<file path="src/rtl/fire_scheduler.sv">
// rtl/fire_scheduler.sv - one-hot-in-time fire index scheduler; optional FIRE_SCHED_FAIRNESS_EN
module fire_scheduler #(
    parameter int N               = 16,
    parameter int FW              = $clog2(N + 1),
    parameter int MAX_WAIT        = 8,
    parameter int DEADLOCK_CYCLES = 4
) (
    input  logic          clk,
    input  logic          reset,
    input  logic [N-1:0]  excited,
    input  logic [FW-1:0] choice,
    input  logic          hold,
    output logic [FW-1:0] fire,
    output logic          fire_valid,
    output logic          forced,
    output logic          deadlock,
    output logic [FW-1:0] rr_ptr
);

    localparam logic [FW-1:0] NONE  = FW'(N);
    localparam logic [FW-1:0] LAST  = FW'(N - 1);
    localparam int            QW    = $clog2(DEADLOCK_CYCLES + 1);
    localparam logic [QW-1:0] QLAST = QW'(DEADLOCK_CYCLES - 1);

    localparam logic [1:0] S_IDLE  = 2'd0;
    localparam logic [1:0] S_RUN   = 2'd1;
    localparam logic [1:0] S_QUIET = 2'd2;
    localparam logic [1:0] S_DEAD  = 2'd3;

    if (N < 2 || MAX_WAIT < 1 || DEADLOCK_CYCLES < 2) begin : g_param_check
        $error("fire_scheduler: unsupported parameter set");
    end

    logic [1:0]      state;
    logic [QW-1:0]   quiet_cnt;
    logic            active;
    logic [N-1:0]    ex_choice;
    logic [2*N-1:0]  ex_rot;
    logic            choice_ok;
    logic            ptr_excited;
    logic            force_now;
    logic            rr_found;
    logic [FW-1:0]   rr_idx;
    logic [FW:0]     rr_sum;
    logic            advance;
    logic [FW-1:0]   ptr_next;

    assign active      = (state == S_RUN || state == S_QUIET) && !hold;
    assign ex_choice   = excited >> choice;
    assign choice_ok   = (choice < NONE) && ex_choice[0];
    // Doubled vector rotated by rr_ptr: bit i is excited[(rr_ptr+i) mod N]
    assign ex_rot      = {excited, excited} >> rr_ptr;
    assign ptr_excited = ex_rot[0];
    assign ptr_next    = (rr_ptr == LAST) ? '0 : rr_ptr + 1'b1;

`ifdef FIRE_SCHED_FAIRNESS_EN
    localparam int            WW        = $clog2(MAX_WAIT + 1);
    localparam logic [WW-1:0] WAIT_LAST = WW'(MAX_WAIT - 1);

    logic [WW-1:0] wait_cnt;

    assign force_now = ptr_excited && (wait_cnt == WAIT_LAST);

    always_ff @(posedge clk or negedge reset) begin
        if (!reset) begin
            wait_cnt <= '0;
        end else if (active) begin
            if (advance) begin
                wait_cnt <= '0;
            end else if (wait_cnt != WAIT_LAST) begin
                wait_cnt <= wait_cnt + 1'b1;
            end
        end
    end
`else
    assign force_now = 1'b0;
`endif

    always_comb begin
        rr_found = 1'b0;
        rr_idx   = NONE;
        rr_sum   = '0;
        for (int i = 0; i < N; i++) begin
            if (!rr_found && ex_rot[i]) begin
                rr_found = 1'b1;
                rr_sum   = {1'b0, rr_ptr} + (FW+1)'(i);
                if (rr_sum >= (FW+1)'(N)) begin
                    rr_sum = rr_sum - (FW+1)'(N);
                end
                rr_idx = rr_sum[FW-1:0];
            end
        end
    end

    always_comb begin
        fire   = NONE;
        forced = 1'b0;
        if (active) begin
            if (force_now) begin
                fire   = rr_ptr;
                forced = 1'b1;
            end else if (choice_ok) begin
                fire = choice;
            end else begin
                fire = rr_idx;
            end
        end
    end

    assign fire_valid = (fire != NONE);
    assign deadlock   = (state == S_DEAD);
    // Pointer moves on once its target fired or has nothing to fire
    assign advance    = active && ((fire == rr_ptr) || !ptr_excited);

    always_ff @(posedge clk or negedge reset) begin
        if (!reset) begin
            state     <= S_IDLE;
            quiet_cnt <= '0;
            rr_ptr    <= '0;
        end else begin
            case (state)
                S_IDLE: state <= S_RUN;
                S_RUN: begin
                    if (!hold && excited == '0) begin
                        state     <= S_QUIET;
                        quiet_cnt <= QW'(1);
                    end
                end
                S_QUIET: begin
                    if (!hold) begin
                        if (excited != '0) begin
                            state     <= S_RUN;
                            quiet_cnt <= '0;
                        end else if (quiet_cnt == QLAST) begin
                            state <= S_DEAD;
                        end else begin
                            quiet_cnt <= quiet_cnt + 1'b1;
                        end
                    end
                end
                default: state <= S_DEAD;
            endcase
            if (advance) begin
                rr_ptr <= ptr_next;
            end
        end
    end

endmodule

</file>
<file path="config.mk">
export PLATFORM = sky130hd
export DESIGN_NAME = fire_scheduler
export DESIGN_NICKNAME = d
export VERILOG_FILES = /design/src/rtl/fire_scheduler.sv
export SDC_FILE = /design/constraint.sdc
export NUM_CORES = 1
export LEC_CHECK = 0
export ABC_AREA = 0
export CAP_MARGIN = 5
export CORE_ASPECT_RATIO = 1.1
export CORE_MARGIN = 2
export CORE_UTILIZATION = 57
export DETAILED_ROUTE_END_ITERATION = 10
export GPL_TIMING_DRIVEN = 1
export PLACE_DENSITY = 0.85
export SYNTH_ARGS = -nofsm -noshare
export SYNTH_HDL_FRONTEND = slang
export SYNTH_SLANG_ARGS = --single-unit
</file>
<file path="constraint.sdc">
create_clock -name clk -period 15.9 [get_ports clk]
set_clock_uncertainty 0.1 [all_clocks]
set_input_delay 3.18 -clock clk [delete_from_list [all_inputs] [get_ports clk]]
set_output_delay 3.18 -clock clk [all_outputs]
set_load 0.01 [all_outputs]
</file>
==> flow_summary.toml <==
[clocking]
root_buffer = "clkbuf_8"
clk_pin_slew_ns = 0.05
clk_path_buf_depth = 2
cts-resized-gates = 0
cts_tree = "yes"
numCtsBuffers = 3
cts_hold_buffers = 0
h-tree-depth = 1
postCtsSetupRepairBufs = 0
cts_sinks = 10
clkLatencyLatePin_ns = 0.24

[power_and_ir_drop]
powerDensity_nw_per_um2 = 25.5
p_leak_nw = 1.58
power_uw = 114
vdd_ir_drop_max_v = 0.0000397

[synthesis]
synth.avg_cell_area_um2 = 7.68
yosysSeqAreaShare_pct = 6.13
ys_top_cells_by_area = "dfrtp_1 (6.1%), mux2i_1 (5.9%), ha_1 (5.8%), mux4_1 (5.8%), mux4_2 (3.9%)"
synth-seq-cells = 10
synth_flop_cell = "dfrtp_1"
syn_inst = 532
yosys_warnings = 0
syn_nets = 575
synth_edf_count = 0
syn_area_um2 = 4090
yosysUniqueCellTypes = 84
yosys.area.top_type = "dfrtp_1"
async_flop_share_pct = 100
yosysTopAreaCellShare_pct = 6.13

[job]
cap_violations = 0

[timing]
fin_crit_sh_pct = 72.7
final-max-slew-violation-count = 0
fin_crit_ns = 11.56
tightest_slew_ns = 1.01
setup_violations = 0
setup_tns_ns = 0
hold_viol = 0
relSlewSlack_pct = 32.9
rsz0062_at_grt = "false"
fmaxAchievable_ghz = 0.0865

[setup_path]
cp.arrival_ns = 8.28
cp-end-kind = "primary output"
cp_max_fo = 10
start_kind = "primary input"
worstPathRequired_ns = 12.62
crit_type = "primary input to primary output"

[outcome]
status = "finished clean"

[floorplanning]
rows = 32
dieHeight_um = 92.8
dieArea_um2 = 7860
coreArea_um2 = 6970
start_util_pct = 58.6
die_w_um = 84.7
io_pins = 37

[finish]
num-fill-cells = 614
final_common_cell = "nor2_1"
final_cell_mix = "nor2_1 (39), nand2_1 (38), clkdlybuf4s50_1 (35)"
layout.nets = 587
area_growth_pct = 9.25
drive_gt1_share_pct = 10.3
multi_input_area_um2 = 3550
n_antenna_cell = 0
seq_area_um2 = 251

[drt]
wirelength_um = 15600
routedWlPerCell_um = 24.9
first_iter_violations = 664
avgViaCountPerCell = 7.82
drc = 0
vias = 4912
dr.pass1.iters = 6
ant_nets = 0

[global_routing]
top_usage_layer = "met2"
antenna_found_initial = 0
use_met1_pct = 51.7
grt_pass1_vias = 4417
grt_max_degree = 53
use_met2_pct = 65.0
use_met3_pct = 4.10
grt_pass1_wl_um = 24500
grtUsageTotal_pct = 39.2
gr-total-overflow = 0

[worst_hold_path]
hold_path_class = "flip-flop to flip-flop"

[placement]
place.gp.congestion = 1.04
io_buffers = 35
dp_hpwl_um = 11700
==> Yosys cell counts (4+ instances only) <==
cell,n
or3_1,7
mux2_2,13
buf_2,10
nor3_1,16
o2111ai_1,4
xnor2_1,4
nor4_1,13
ha_1,19
nand3_1,14
o211ai_1,10
nand2b_1,10
a22o_1,4
a31oi_1,11
nand4_1,5
dfrtp_1,10
mux2i_1,24
nor2_1,39
o21ai_0,27
o221ai_1,4
clkbuf_1,18
a22oi_1,6
o32a_1,4
mux2_4,4
o31ai_1,5
o21ai_1,6
o22ai_1,9
nand4b_1,4
mux4_1,9
nor2b_1,7
or2_2,5
a21oi_1,31
mux4_2,7
nand2_1,38
a211oi_1,7
inv_1,21
and2_1,6
o21a_1,7
and3_1,7
==> area by class of cell <==
| cell class | count | area share, % |
|---|---|---|
| sequential | 10 | 5.63 |
| timing repair buffer | 43 | 9.20 |
| clock buffer | 4 | 1.23 |
| multi-input combinational | 462 | 79.5 |
| inverter | 24 | 2.02 |
| tap | 85 | 2.38 |
==> worst paths after layout <==
kind                               from      endpoint  slack (ns)  depth (start not counted)
setup / recovery             excited[6]    fire_valid        4.34                         13
hold / removal             quiet_cnt[2]  quiet_cnt[2]        0.41                          1
setup reg to reg              rr_ptr[4]     rr_ptr[0]        9.96                         13
hold reg to reg            quiet_cnt[2]  quiet_cnt[2]        0.41                          1
max in group asynchronous         reset     rr_ptr[0]       12.22                          1
min in group asynchronous         reset     rr_ptr[2]        3.15                          1
==> sequential cells by signal, summed over array words and instances, names as in the netlist <==
name       cells
rr_ptr         5
quiet_cnt      3
state          2
==> cell families (layout without fill, tap and decap cells) <==
| group | after synthesis | after routing | share of synthesized area, % |
|---|---|---|---|
| AND/OR/NAND/NOR | 191 | 191 | 25.5 |
| AO/OA/AOI/OAI | 189 | 189 | 33.8 |
| buffers and inverters | 60 | 71 | 6.98 |
| multiplexers | 57 | 57 | 20.6 |
| adder cells (fa/ha/maj) | 19 | 19 | 5.82 |
| flip-flops | 10 | 10 | 6.13 |
| XOR/XNOR | 5 | 5 | 1.07 |
| other | 1 | 1 | 0.0918 |
==> per-layer routing <==
| metal | vias up | part of all wire, % |
|---|---|---|
| li1 | 2134 | - |
| met2 | 371 | 46 |
| met1 | 2331 | 38 |
| met5 | - | 0 |
| met3 | 76 | 10 |
| met4 | 0 | 5.7 |
==> per-stage QoR <==
stage	area (um^2)	hold slack, ns	worst slack, ns	util [%]	std cells
after floorplan	4090	0.373	5.75	-	532
after global placement	4410	0.390	4.53	63.3	624
after detailed placement	4410	0.398	4.44	63.3	624
after CTS	4460	0.414	4.45	64.1	628
after global routing	4460	0.436	4.12	64.1	628
final	4460	0.406	4.34	64.1	628
==> report_power, final <==
part / total (mW) / leakage, nW / internal (mW) / switching (mW)
sequential: 0.0255 / 0.117 / 0.0255 / 0.00000000000859
clock: 0.0328 / 0.0288 / 0.0218 / 0.0109
combinational: 0.0557 / 1.44 / 0.0216 / 0.0341
==> critical path, cell delays in order <==
cell and delay [ns]:
clkdlybuf4s50_1 0.58, mux4_1 0.61, mux2_2 0.35, nor3_2 0.19, a22oi_1 0.23, or4_1 0.76, nor4_4 0.50, a32oi_1 0.11
o211a_1 0.14, or2_2 0.28, and2_1 0.16, or4b_2 0.66, clkdlybuf4s50_1 0.51
No activity file was read; power rests on OpenSTA's default activity.
